## src/rtl/intersection_controller_if.sv

```systemverilog
// intersection_controller_if
//   Control/status bundle between the intersection phase sequencer and
//   whatever drives it and consumes its outputs.
//   Signals:
//     run          1 = sequence normally, 0 = force all-stop
//     ped_request  pedestrian button (level or pulse), clock-synchronous
//     enable_ns    enable for the north-south traffic_light
//     enable_ew    enable for the east-west traffic_light
//     master_timer shared countdown in seconds (7 bits)
//     ped_ack      one-cycle pulse when a pending pedestrian request is served
//   Modports:
//     master  the sequencer (drives enables, timer, ack)
//     slave   the environment (drives run, ped_request)
interface intersection_controller_if;
   logic       run;
   logic       ped_request;
   logic       enable_ns;
   logic       enable_ew;
   logic [6:0] master_timer;
   logic       ped_ack;

   modport master (
      input  run,
      input  ped_request,
      output enable_ns,
      output enable_ew,
      output master_timer,
      output ped_ack
   );

   modport slave (
      output run,
      output ped_request,
      input  enable_ns,
      input  enable_ew,
      input  master_timer,
      input  ped_ack
   );
endinterface

```

## src/rtl/intersection_controller.sv

```systemverilog
// intersection_controller
//   Phase sequencer for a two-way intersection. Divides the clock into
//   one-second ticks, runs the shared master_timer countdown and alternates
//   right-of-way NS_GO -> NS_CLEAR -> EW_GO -> EW_CLEAR -> NS_GO, with an
//   all-red clearance interval (timer held at 0) between phases.
//   Parameters:
//     TICKS_PER_SECOND  clock cycles per timer second (>=1)
//     PHASE_TIME        seconds loaded at the start of each GO phase (16..127)
//     ALL_RED_TIME      seconds of clearance after each GO phase (1..15)
//   Ports:
//     clock  single clock, rising edge
//     reset  asynchronous, active-high
//     bus    intersection_controller_if.master (run, ped_request in;
//            enable_ns, enable_ew, master_timer, ped_ack out; all registered)
//   Build option:
//     PED_REQUEST_EN  when defined, a pedestrian request during GO shortens
//                     the remaining green to 15 s (or is acknowledged at GO
//                     exit if already <= 15 s). When undefined, ped_request is
//                     ignored and ped_ack is tied low.
module intersection_controller #(
   parameter int unsigned TICKS_PER_SECOND = 50000000,
   parameter int unsigned PHASE_TIME       = 45,
   parameter int unsigned ALL_RED_TIME     = 3
) (
   input logic                       clock,
   input logic                       reset,
   intersection_controller_if.master bus
);

   localparam int unsigned PRE_W = (TICKS_PER_SECOND > 1) ? $clog2(TICKS_PER_SECOND) : 1;
   localparam logic [PRE_W-1:0] PRE_LAST   = PRE_W'(TICKS_PER_SECOND - 1);
   localparam logic [PRE_W-1:0] PRE_ONE    = PRE_W'(1);
   localparam logic [6:0]       PHASE_LOAD = 7'(PHASE_TIME);
   localparam logic [3:0]       CLEAR_LAST = 4'(ALL_RED_TIME - 1);
   localparam logic [6:0]       PED_LOAD   = 7'd15;

   typedef enum logic [2:0] {
      STOP,
      NS_GO,
      NS_CLEAR,
      EW_GO,
      EW_CLEAR
   } state_t;

   state_t           state;
   logic [PRE_W-1:0] prescaler;
   logic [3:0]       clear_count;
   logic             armed;
   logic             tick;
   logic             ped_cut;

   assign tick = (prescaler == PRE_LAST);

`ifdef PED_REQUEST_EN
   logic latch;
   // A pending request only truncates while more than 15 s remain.
   assign ped_cut = latch && (bus.master_timer > PED_LOAD);
`else
   assign ped_cut     = 1'b0;
   assign bus.ped_ack = 1'b0;
`endif

   always_ff @(posedge clock or posedge reset) begin
      if (reset) begin
         state            <= STOP;
         prescaler        <= '0;
         clear_count      <= '0;
         armed            <= 1'b0;
         bus.enable_ns    <= 1'b0;
         bus.enable_ew    <= 1'b0;
         bus.master_timer <= '0;
`ifdef PED_REQUEST_EN
         latch            <= 1'b0;
         bus.ped_ack      <= 1'b0;
`endif
      end else begin
         // STOP is held for one full cycle after reset release before the
         // first NS_GO; later run re-assertions restart immediately.
         armed <= 1'b1;
`ifdef PED_REQUEST_EN
         bus.ped_ack <= 1'b0;
`endif
         if (!bus.run) begin
            state            <= STOP;
            prescaler        <= '0;
            clear_count      <= '0;
            bus.enable_ns    <= 1'b0;
            bus.enable_ew    <= 1'b0;
            bus.master_timer <= '0;
`ifdef PED_REQUEST_EN
            latch            <= 1'b0;
`endif
         end else begin
            case (state)
               STOP: begin
                  prescaler        <= '0;
                  clear_count      <= '0;
                  bus.enable_ns    <= 1'b0;
                  bus.enable_ew    <= 1'b0;
                  bus.master_timer <= '0;
                  if (armed) begin
                     state            <= NS_GO;
                     bus.enable_ns    <= 1'b1;
                     bus.master_timer <= PHASE_LOAD;
                  end
               end

               NS_GO, EW_GO: begin
                  prescaler <= tick ? '0 : prescaler + PRE_ONE;
`ifdef PED_REQUEST_EN
                  // Set first so that a same-edge service below wins.
                  if (bus.ped_request) begin
                     latch <= 1'b1;
                  end
`endif
                  if (tick) begin
                     if (ped_cut) begin
                        bus.master_timer <= PED_LOAD;
`ifdef PED_REQUEST_EN
                        latch       <= 1'b0;
                        bus.ped_ack <= 1'b1;
`endif
                     end else if (bus.master_timer <= 7'd1) begin
                        bus.master_timer <= '0;
                        clear_count      <= '0;
                        state            <= (state == NS_GO) ? NS_CLEAR : EW_CLEAR;
`ifdef PED_REQUEST_EN
                        latch       <= 1'b0;
                        bus.ped_ack <= latch;
`endif
                     end else begin
                        bus.master_timer <= bus.master_timer - 7'd1;
                     end
                  end
               end

               NS_CLEAR, EW_CLEAR: begin
                  // Prescaler keeps free-running from the GO phase.
                  prescaler <= tick ? '0 : prescaler + PRE_ONE;
                  if (tick) begin
                     if (clear_count == CLEAR_LAST) begin
                        clear_count      <= '0;
                        prescaler        <= '0;
                        bus.master_timer <= PHASE_LOAD;
                        bus.enable_ns    <= (state == EW_CLEAR);
                        bus.enable_ew    <= (state == NS_CLEAR);
                        state            <= (state == NS_CLEAR) ? EW_GO : NS_GO;
                     end else begin
                        clear_count <= clear_count + 4'd1;
                     end
                  end
               end

               default: begin
                  state            <= STOP;
                  prescaler        <= '0;
                  clear_count      <= '0;
                  bus.enable_ns    <= 1'b0;
                  bus.enable_ew    <= 1'b0;
                  bus.master_timer <= '0;
               end
            endcase
         end
      end
   end

endmodule

```

## src/flat_wrapper.sv

```systemverilog
// flat-port wrapper written by rule: the top's interface ports become plain ports
module intersection_controller_flat 
#(
   parameter int unsigned TICKS_PER_SECOND = 50000000,
   parameter int unsigned PHASE_TIME       = 45,
   parameter int unsigned ALL_RED_TIME     = 3
)
  (clock, reset, bus_run, bus_ped_request, bus_enable_ns, bus_enable_ew, bus_master_timer, bus_ped_ack);
  intersection_controller_if bus_i ();
  input logic clock;
  input logic reset;
  input wire logic [$bits(bus_i.run)-1:0] bus_run;
  input wire logic [$bits(bus_i.ped_request)-1:0] bus_ped_request;
  output wire logic [$bits(bus_i.enable_ns)-1:0] bus_enable_ns;
  output wire logic [$bits(bus_i.enable_ew)-1:0] bus_enable_ew;
  output wire logic [$bits(bus_i.master_timer)-1:0] bus_master_timer;
  output wire logic [$bits(bus_i.ped_ack)-1:0] bus_ped_ack;
  assign bus_i.run = bus_run;
  assign bus_i.ped_request = bus_ped_request;
  assign bus_enable_ns = bus_i.enable_ns;
  assign bus_enable_ew = bus_i.enable_ew;
  assign bus_master_timer = bus_i.master_timer;
  assign bus_ped_ack = bus_i.ped_ack;
  intersection_controller #(.TICKS_PER_SECOND(TICKS_PER_SECOND), .PHASE_TIME(PHASE_TIME), .ALL_RED_TIME(ALL_RED_TIME)) u_core (.clock(clock), .reset(reset), .bus(bus_i));
endmodule
```

## config.mk

```make
export PLATFORM = sky130hd
export DESIGN_NAME = intersection_controller_flat
export DESIGN_NICKNAME = d
export VERILOG_FILES = /design/src/rtl/intersection_controller_if.sv /design/src/rtl/intersection_controller.sv /design/src/flat_wrapper.sv
export SDC_FILE = /design/constraint.sdc
export NUM_CORES = 1
export LEC_CHECK = 0
export BUFFER_PORTS_ARGS = -buffer_cell sky130_fd_sc_hd__buf_2
export CAP_MARGIN = 20
export CORE_ASPECT_RATIO = 1.2
export CORE_MARGIN = 1
export CORE_UTILIZATION = 50
export CTS_BUF_LIST = sky130_fd_sc_hd__clkbuf_8
export CTS_CLUSTER_SIZE = 40
export DETAILED_ROUTE_END_ITERATION = 6
export PLACE_DENSITY = 0.67
export SYNTH_ARGS = -nofsm -noshare
export SYNTH_HDL_FRONTEND = slang
export SYNTH_SLANG_ARGS = --single-unit
```

## constraint.sdc

```tcl
create_clock -name clock -period 5.5 [get_ports clock]
set_input_delay 0.55 -clock clock [delete_from_list [all_inputs] [get_ports clock]]
set_output_delay 0.55 -clock clock [all_outputs]
set_load 0.02 [all_outputs]
```

==> impl_metrics.json, run 1 <==
{
  "min_period_ps": 2970,
  "syn_inst": 253,
  "yosys_warnings": 0,
  "boundaryPins": 14,
  "grt_start_max_net_pins": 44,
  "final_cell_mix": "43 x dfrtp_1, 30 x nor2_1, 14 x nand2_1, 14 x o31ai_1",
  "die_w_um": 65.4,
  "reg2reg_slack_ps": 2530,
  "antenna_found_initial": 0,
  "grt_pass1_wl_um": 8630,
  "path_class": "register to register",
  "met3_length_um": 159,
  "p_switching_w": 0.000186,
  "tightest_slew_ps": 869,
  "drive_above_1_share_pct": 12.1,
  "post-route-period-util_pct": 54.1,
  "seq_area_frac_synth_pct": 44.6,
  "setup_viol": 0,
  "synthArstFlopShare_pct": 100,
  "gr-usage-all-layers_pct": 22.0,
  "drt_iter0_drc": 201,
  "routed_wl_um": 4880,
  "pwr-share-seq_pct": 49.1,
  "grt_pass1_vias": 1873,
  "cts_setup_buffers": 0,
  "maxCapViolCount": 0,
  "timing.final.ws_setup_ps": 2530,
  "cts_hold_buf": 0,
  "dp_cells": 314,
  "vdd_drop_max_mv": 0.182,
  "dr_wl_met2_um": 2450,
  "reg2reg_depth": 6,
  "synth-seq-cells": 43,
  "seq_area_mm2": 0.00108,
  "worstReg2RegEnd": "u_core.bus.master_timer[6]",
  "overflow": 0,
  "finalHoldViolations": 0,
  "crit_fanout": 26,
  "antenna_left": 0,
  "initial_core_util_pct": 52.1,
  "m1WireLength_um": 2200,
  "io_buffers": 11,
  "layout.nets": 272,
  "fill_cells": 428,
  "syn2layout_area_growth_pct": 8.45,
  "drcViolationCount": 0,
  "path_cells": "ha_1, nand4_1, nor4_1, a21o_1, nand2_4, o41ai_2",
  "layout_commonest_cell": "dfrtp_1",
  "avgSynthCellArea_um2": 9.54,
  "ys_types": 48,
  "cts_made_buffers": 5,
  "post-dp-hpwl_um": 3290,
  "finalNonFillerCells": 322,
  "first_pass_iters": 4,
  "p_clk_share_pct": 38.2,
  "cts-root-buf": "clkbuf_8",
  "finClkSkew_ps": 12.6,
  "post-place-ws_ps": 2510,
  "rsz0062_at_grt": "false",
  "r2r_start": "u_core.prescaler[0]",
  "setup_tns_ps": 0,
  "core_area_mm2": 0.00463,
  "syn_nets": 262,
  "path_delay_family": "compound AO/OA/AOI/OAI gates",
  "cts_resized": 0,
  "p_leak_nw": 1.09,
  "top_layer_used": "met4",
  "viasPerCell": 5.84,
  "start_kind": "register",
  "path_clk_slew_ps": 90,
  "diodes": 0,
  "wl_per_cell_um": 15.2,
  "combPwrFrac_pct": 12.7,
  "slew_headroom_pct": 42.1,
  "fp.dieH_um": 78.1,
  "clock-sinks": 43,
  "worstSetupEndpointType": "register",
  "slew_violations": 0,
  "critPathSlowestCell": "a21o_1",
  "cp.arrival_ps": 3180,
  "dieArea_mm2": 0.00511,
  "internal-power_w": 0.000500,
  "htree_levels": 2,
  "hold_path_class": "input port to asynchronous set/reset pin",
  "synth_ff_type": "dfrtp_1",
  "cts_tree": "built",
  "p_sw_share_pct": 27.1,
  "vias": 1881,
  "multiInputGateArea_mm2": 0.00125,
  "gp_congestion": 0.902,
  "cpPeakStageDelay_ps": 790,
  "placementRows": 27,
  "worst_hold_slack_ps": 361,
  "insertion_delay_ps": 310,
  "path_buf_inv": 0,
  "clock.fmax_mhz": 336,
  "syn_area_mm2": 0.00241,
  "post-route-util_pct": 56.6,
  "powerDensity_mw_per_mm2": 262,
  "clockBufferDepth": 2,
  "synth_edf_count": 0,
  "status": "finished clean",
  "required_ps": 5710
}
==> cell type report <==
cell class	count	share of cell area [%]
clock inverter	2	1.34
multi-input combinational	190	47.7
clock buffer	6	3.15
timing repair buffer	12	2.39
sequential	43	41.1
tap	58	2.77
inverter	11	1.58
==> cells in the mapped netlist (2+ instances only) <==
| master | number | area share [%] |
|---|---|---|
| buf_2 | 3 | 0.62 |
| nor2_1 | 30 | 4.7 |
| o21ai_0 | 10 | 2.1 |
| nor4b_1 | 2 | 0.73 |
| conb_1 | 2 | 0.31 |
| o31ai_1 | 14 | 4.4 |
| nand3_1 | 9 | 1.9 |
| nand2b_1 | 5 | 1.3 |
| a31oi_1 | 2 | 0.52 |
| mux2_2 | 3 | 1.4 |
| nor3b_1 | 2 | 0.62 |
| mux2i_1 | 2 | 0.83 |
| nand4_1 | 10 | 2.6 |
| or4_1 | 2 | 0.62 |
| or2_2 | 2 | 0.52 |
| ha_1 | 5 | 2.6 |
| xor2_1 | 9 | 3.3 |
| o41ai_2 | 2 | 1.3 |
| a21oi_1 | 8 | 1.7 |
| nand2_1 | 14 | 2.2 |
| dfrtp_1 | 43 | 45 |
| nor3_1 | 13 | 2.7 |
| inv_1 | 11 | 1.7 |
| clkbuf_1 | 4 | 0.62 |
| or3_1 | 4 | 1.0 |
| and4_1 | 4 | 1.5 |
| and2_1 | 2 | 0.52 |
| xnor2_1 | 13 | 4.7 |
| nor4_1 | 4 | 1.0 |
==> per-layer routing <==
layer | up-vias | GRT usage, %
li1 | 928 | -
met1 | 917 | 26.7
met2 | 31 | 38.0
met3 | 5 | 5.23
met4 | 0 | 6.96
met5 | - | 0
==> power groups by stage <==
stage / Clock (W) / Sequential [W] / Combinational (W)
CTS: 0.000264 / 0.000336 / 0.0000880
global placement: 0 / 0.000342 / 0.0000862
detailed placement: 0 / 0.000343 / 0.0000876
finish: 0.000262 / 0.000336 / 0.0000874
floorplan: 0 / 0.000346 / 0.0000606
global route: 0.000280 / 0.000338 / 0.0000974
==> flip-flops by register name, summed over array words and instances, names as in the netlist <==
register and count:
u_core.bus.master_timer 7, u_core.bus.enable_ns 1, u_core.clear_count 4, u_core.state 3, u_core.bus.enable_ew 1, u_core.prescaler 26
u_core.armed 1
==> worst reg2reg max path, stage by stage (launching register included) <==
cell and delay, ps:
dfrtp_1 390, ha_1 240, nand4_1 180, nor4_1 690, a21o_1 790, nand2_4 210
o41ai_2 380
==> per-stage QoR <==
stage          power, W  area, um^2
2_1_floorplan  0.000407        2410
3_3_place_gp   0.000428        2500
3_5_place_dp   0.000430        2500
4_1_cts        0.000689        2620
5_1_grt        0.000716        2620
6_report       0.000686        2620
==> worst max-delay path by stage <==
stage / start / end / slack (ps) / cells past startpoint
2_1_floorplan: u_core.bus.master_timer[2] / u_core.state[0] / 3340 / 5
3_3_place_gp: u_core.prescaler[0] / u_core.bus.master_timer[6] / 2580 / 6
3_5_place_dp: u_core.prescaler[0] / u_core.bus.master_timer[1] / 2510 / 6
4_1_cts: u_core.prescaler[0] / u_core.state[0] / 2500 / 6
5_1_grt: u_core.prescaler[0] / u_core.bus.master_timer[1] / 2250 / 6
6_report: u_core.prescaler[0] / u_core.bus.master_timer[6] / 2530 / 6
==> cell families (layout without fill, tap and decap cells) <==
group                      count (synthesis)  in the layout  synth area share (%)
AOI/OAI and AO/OA                         45             45                  13.3
xor gates and xnor gates                  22             22                  7.98
adders and majority gates                  5              5                  2.59
buffers and inverters                     20             31                  3.73
DFF                                       43             43                  44.6
muxes                                      5              5                  2.23
other                                      2              2                 0.311
and+or+nand+nor                          111            111                  25.3
Note: power is estimated with default switching activity, not from simulation.
==> run 2: changes to the inputs <==
--- a/config.mk
+++ b/config.mk
@@ -5,6 +5,7 @@
 export SDC_FILE = /design/constraint.sdc
 export NUM_CORES = 1
 export LEC_CHECK = 0
+export ABC_AREA = 1
 export BUFFER_PORTS_ARGS = -buffer_cell sky130_fd_sc_hd__buf_2
 export CAP_MARGIN = 20
 export CORE_ASPECT_RATIO = 1.2
==> constraint.sdc (replaced) <==
create_clock -name clock -period 2.85 [get_ports clock]
set_input_delay 0.285 -clock clock [delete_from_list [all_inputs] [get_ports clock]]
set_output_delay 0.285 -clock clock [all_outputs]
set_load 0.02 [all_outputs]
==> run 2 against run 1 <==
- sequential share of layout area shrank 3.1 points
- clock skew shrank 3.8 ps
- flip-flop and latch count is the same
- largest power group is now combinational logic
- highest routed layer unchanged
==> impl_metrics.json, run 2 <==
{
  "seq_area_frac_synth_pct": 41.4,
  "wl_per_cell_um": 12.0,
  "cp.arrival_ps": 2150,
  "start_kind": "register",
  "cts_resized": 0,
  "synth_edf_count": 0,
  "status": "finished clean",
  "placementRows": 28,
  "clock.fmax_mhz": 511,
  "synth.cells.most_frequent": "88 x nand2_1, 49 x nor2_1, 43 x dfrtp_1, 35 x inv_1, 16 x nor3_1",
  "grt_pass1_wl_um": 8890,
  "top_regs": "u_core.prescaler x26, u_core.bus.master_timer x7, u_core.clear_count x4",
  "overflow": 0,
  "gp_congestion": 0.883,
  "core_area_mm2": 0.00497,
  "drt_iter0_drc": 88,
  "path_clk_slew_ps": 80,
  "min_period_ps": 1960,
  "initial_core_util_pct": 52.2,
  "syn_inst": 347,
  "cts_made_buffers": 5,
  "layout.nets": 373,
  "synth_ff_type": "dfrtp_1",
  "synth-seq-cells": 43,
  "use_met3_pct": 4.35,
  "routed_wl_um": 5090,
  "synthArstFlopShare_pct": 100,
  "die_w_um": 67.8,
  "grt_use_met1_pct": 24.0,
  "gr-usage-all-layers_pct": 21.4,
  "required_ps": 3040,
  "viasPerCell": 5.09,
  "post-route-util_pct": 56.8,
  "yosysMostFrequentCell": "nand2_1",
  "largest_reg_flops": 26,
  "insertion_delay_ps": 290,
  "fp.dieH_um": 81.0,
  "layout_commonest_cell": "nand2_1",
  "synth_top_cell_area_share_pct": 41.4,
  "antenna_left": 0,
  "finalHoldViolations": 0,
  "grt_start_max_net_pins": 29,
  "clock-sinks": 43,
  "power.total_w": 0.00189,
  "grt_pass1_vias": 2093,
  "p_leak_nw": 1.31,
  "grt.busiest_layer": "met2",
  "cts-root-buf": "clkbuf_8",
  "rsz0062_at_grt": "false",
  "syn2layout_area_growth_pct": 8.81,
  "post-place-ws_ps": 854,
  "grtUsageMet2_pct": 39.0,
  "worstSetupEndpointType": "register",
  "cts_tree": "built",
  "crit_fanout": 21,
  "avgSynthCellArea_um2": 7.49,
  "slew_violations": 0,
  "path_class": "register to register",
  "setup_tns_ps": 0,
  "syn_area_mm2": 0.00260,
  "powerDensity_mw_per_mm2": 669,
  "diodes": 0,
  "post-route-period-util_pct": 68.7,
  "finClkSkew_ps": 8.89,
  "io_buffers": 11,
  "final_cell_mix": "88 x nand2_1, 49 x nor2_1, 43 x dfrtp_1",
  "slew_headroom_pct": 64.8,
  "drcViolationCount": 0,
  "vdd_drop_max_mv": 0.264,
  "tightest_slew_ps": 525,
  "synth_area_leaders": "dfrtp_1 41%, nand2_1 13%, nor2_1 7.1%",
  "first_pass_iters": 4,
  "timing.final.ws_setup_ps": 891,
  "syn_nets": 356,
  "vias": 2163,
  "boundaryPins": 14,
  "ys_types": 34,
  "post-dp-hpwl_um": 3810,
  "dieArea_mm2": 0.00549,
  "antenna_found_initial": 0,
  "clockBufferDepth": 2,
  "yosys_warnings": 0,
  "setup_viol": 0,
  "hold_path_class": "input port to register",
  "htree_levels": 2,
  "maxCapViolCount": 0,
  "synth_top_area_cell": "dfrtp_1",
  "drive_above_1_share_pct": 12.9,
  "largest-register": "u_core.prescaler"
}
run 2: cell count changes in the layout (fill, tap and decap cells not counted), moves of 6 or more:
cell | before | now
nor2_1 | 30 | 49
inv_1 | 10 | 34
o31ai_1 | 14 | 0
xnor2_1 | 13 | 2
nand2_1 | 14 | 88
nand3_1 | 9 | 15
run 2: power breakdown:
| part | total [W] | internal [W] | leakage, nW | switching (W) |
|---|---|---|---|---|
| logic | 0.000770 | 0.000245 | 0.672 | 0.000525 |
| clock network | 0.000373 | 0.000168 | 0.0477 | 0.000205 |
| registers | 0.000749 | 0.000682 | 0.591 | 0.0000661 |
run 2: repair_timing:
action	CTS	global route
buffers inserted	0	0
endpoints found under the hold margin	0	10
hold buffers	0	1
run 2: cells by family after synthesis:
kind of cell / after synthesis / synth area share [%]
and+or+nand+nor: 206 / 37.7
DFF: 43 / 41.4
buffers and inverters: 44 / 6.93
xor gates and xnor gates: 10 / 3.37
other: 2 / 0.289
AOI/OAI and AO/OA: 37 / 7.94
adders and majority gates: 5 / 2.41
run 2: critical path: stages, from the launching register on:
cell and delay [ps]:
dfrtp_1 370, ha_1 170, nand2_1 100, nor2_4 140, nand2_4 90, nor2_4 100
nand3_4 110, nand2_2 360, inv_1 210, o21ai_0 130, nor2_1 50
run 2: layout make-up:
class | instances | area [um^2]
clock buffers | 5 | 68.8
clock inverters | 3 | 15.0
fillers | 460 | 2150
inverters | 40 | 150
multi-input cells | 260 | 1340
flip-flops and latches | 43 | 1080
well taps | 60 | 75.1
repair buffers | 14 | 100
run 2: through the flow:
stage                     instance area, um^2  hold slack [ps]  instances
after floorplan                          2600              419        347
final                                    2830              271        425
after global routing                     2830              279        425
after global placement                   2710              438        415
after detailed placement                 2710              454        415
after CTS                                2790              129        423
run 2: worst paths after layout:
path	endpoint	slack (ps)	cells after the start	from
setup / recovery	u_core.prescaler[17]	890	10	u_core.prescaler[0]
hold / removal	u_core.clear_count[3]	270	3	bus_run
setup reg to reg	u_core.prescaler[17]	890	10	u_core.prescaler[0]
hold reg to reg	u_core.prescaler[0]	460	1	u_core.prescaler[0]
max in group asynchronous	u_core.prescaler[7]	1800	4	reset
min in group asynchronous	u_core.bus.master_timer[1]	500	3	reset
run 2: routing by layer:
layer / part of all wire (%) / vias up
li1: - / 1147
met1: 45 / 980
met2: 52 / 31
met3: 2.1 / 5
met4: 1.2 / 0
met5: 0 / -
==> run 3: changes to the inputs <==
==> constraint.sdc (replaced) <==
create_clock -name clock -period 2 [get_ports clock]
set_input_delay 0.2 -clock clock [delete_from_list [all_inputs] [get_ports clock]]
set_output_delay 0.2 -clock clock [all_outputs]
set_load 0.02 [all_outputs]
==> run 3 against run 2 <==
- sequential power is 43% higher
- clock skew is 1.1 ps lower
- design area is 1.1% higher
- highest routed layer unchanged
- hold slack worse by 90 ps
- largest power group unchanged
- routed wire length is 1.9% higher
- flip-flop and latch count stayed put
- clock power is 62% higher
- global-route usage is 0.54 points higher
==> impl_metrics.json, run 3 (synthesized netlist as in run 2, its figures left out) <==
{
  "grt.busiest_layer": "met2",
  "post-route-period-util_pct": 89.1,
  "cts_setup_buffers": 0,
  "final_cell_mix": "88 x nand2_1, 49 x nor2_1, 43 x dfrtp_1",
  "crit_fanout": 4,
  "power.total_w": 0.00279,
  "htree_levels": 2,
  "insertion_delay_ps": 290,
  "p_leak_nw": 1.33,
  "largest-register": "u_core.prescaler",
  "boundaryPins": 14,
  "placementRows": 28,
  "slew_violations": 0,
  "grt_pass1_vias": 2152,
  "core_area_mm2": 0.00497,
  "first_pass_iters": 4,
  "dp_cells": 420,
  "place_area_mm2": 0.00274,
  "dieArea_mm2": 0.00549,
  "grt_pass1_wl_um": 9120,
  "path_clk_slew_ps": 80,
  "initial_core_util_pct": 52.2,
  "start_kind": "register",
  "clock-sinks": 43,
  "die_w_um": 67.8,
  "finalHoldViolations": 0,
  "path_class": "register to register",
  "fp.dieH_um": 81.0,
  "syn2layout_area_growth_pct": 10.0,
  "post-dp-hpwl_um": 4020,
  "vdd_drop_max_mv": 0.362,
  "worstSetupEndpointType": "register",
  "postLayoutCellArea_mm2": 0.00286,
  "cp.arrival_ps": 1970,
  "drive_above_1_share_pct": 13.6,
  "io_buffers": 11,
  "use_met3_pct": 3.79,
  "top_regs": "u_core.prescaler x26, u_core.bus.master_timer x7, u_core.clear_count x4",
  "min_period_ps": 1780,
  "post-place-ws_ps": 157,
  "tightest_slew_ps": 612,
  "layout.nets": 377,
  "cts_tree": "built",
  "gp_congestion": 0.896,
  "grtUsageMet2_pct": 41.0,
  "rsz0062_at_grt": "false",
  "cts_made_buffers": 5,
  "antenna_left": 0,
  "vias": 2228,
  "slew_headroom_pct": 58.9,
  "layout_commonest_cell": "nand2_1",
  "diodes": 0,
  "finClkSkew_ps": 7.83,
  "drt_iter0_drc": 111,
  "largest_reg_flops": 26,
  "clock.fmax_mhz": 561,
  "required_ps": 2190,
  "timing.final.ws_setup_ps": 219,
  "clockBufferDepth": 2,
  "grt_use_met1_pct": 24.5,
  "finalNonFillerCells": 429,
  "maxCapViolCount": 0,
  "powerDensity_mw_per_mm2": 977,
  "gr-usage-all-layers_pct": 21.9,
  "setup_viol": 0,
  "overflow": 0,
  "setup_tns_ps": 0,
  "hold_path_class": "input port to register",
  "antenna_found_initial": 0,
  "viasPerCell": 5.19,
  "status": "finished clean",
  "cts-root-buf": "clkbuf_8",
  "wl_per_cell_um": 12.1,
  "drcViolationCount": 0,
  "routed_wl_um": 5190,
  "grt_start_max_net_pins": 18
}
## run 3: worst paths after layout
| kind | start | end | cells after the start | slack, ps |
|---|---|---|---|---|
| min | bus_run | u_core.clear_count[3] | 3 | 180 |
| max in group asynchronous | reset | u_core.prescaler[13] | 4 | 1000 |
| min reg2reg | u_core.prescaler[0] | u_core.prescaler[0] | 1 | 450 |
| max | u_core.prescaler[0] | u_core.bus.master_timer[2] | 10 | 220 |
| max reg2reg | u_core.prescaler[0] | u_core.bus.master_timer[2] | 10 | 220 |
| min in group asynchronous | reset | u_core.bus.master_timer[0] | 3 | 440 |
## run 3: power by group
part           total, W  internal, W  switching, W
Combinational   0.00112     0.000368      0.000754
Clock          0.000603     0.000310      0.000292
Sequential      0.00107     0.000972     0.0000945
Total           0.00279      0.00165       0.00114
## run 3: layout make-up
cell class / instances / area, um^2
clock buffer: 7 / 96.3
fill: 460 / 2120
sequential: 43 / 1080
inverter: 40 / 150
clock inverter: 1 / 3.75
multi-input combinational: 260 / 1350
tap: 60 / 75.1
timing repair buffer: 18 / 110
## run 3: worst max-delay path, stage by stage (launching register included)
cell and delay (ps):
dfrtp_1 370, ha_1 170, nand2_1 110, nor2_4 160, nand2_4 100, nor2_4 110, nand3_4 120, o21bai_2 220
nand2_1 170, nand2_1 100, nand2_1 60
## run 3: layer usage
metal	part of all wire, %	routed length (um)	up-vias
met5	0	0	-
met4	2.0	104	0
met3	2.7	142	11
met2	53	2740	35
met1	42	2200	1026
li1	-	-	1156
## run 3: repair_timing
item,4_1_cts,5_1_grt
endpoints found under the setup margin,0,3
hold endpoints to repair,15,0
resized for setup,0,1
hold buffers,1,0
## run 3: through the flow
| stage | util [%] | hold slack [ps] |
|---|---|---|
| 2_1_floorplan | - | 334 |
| 3_3_place_gp | 55.2 | 224 |
| 3_5_place_dp | 55.2 | 230 |
| 4_1_cts | 57.4 | 175 |
| 5_1_grt | 57.5 | 193 |
| 6_report | 57.5 | 181 |
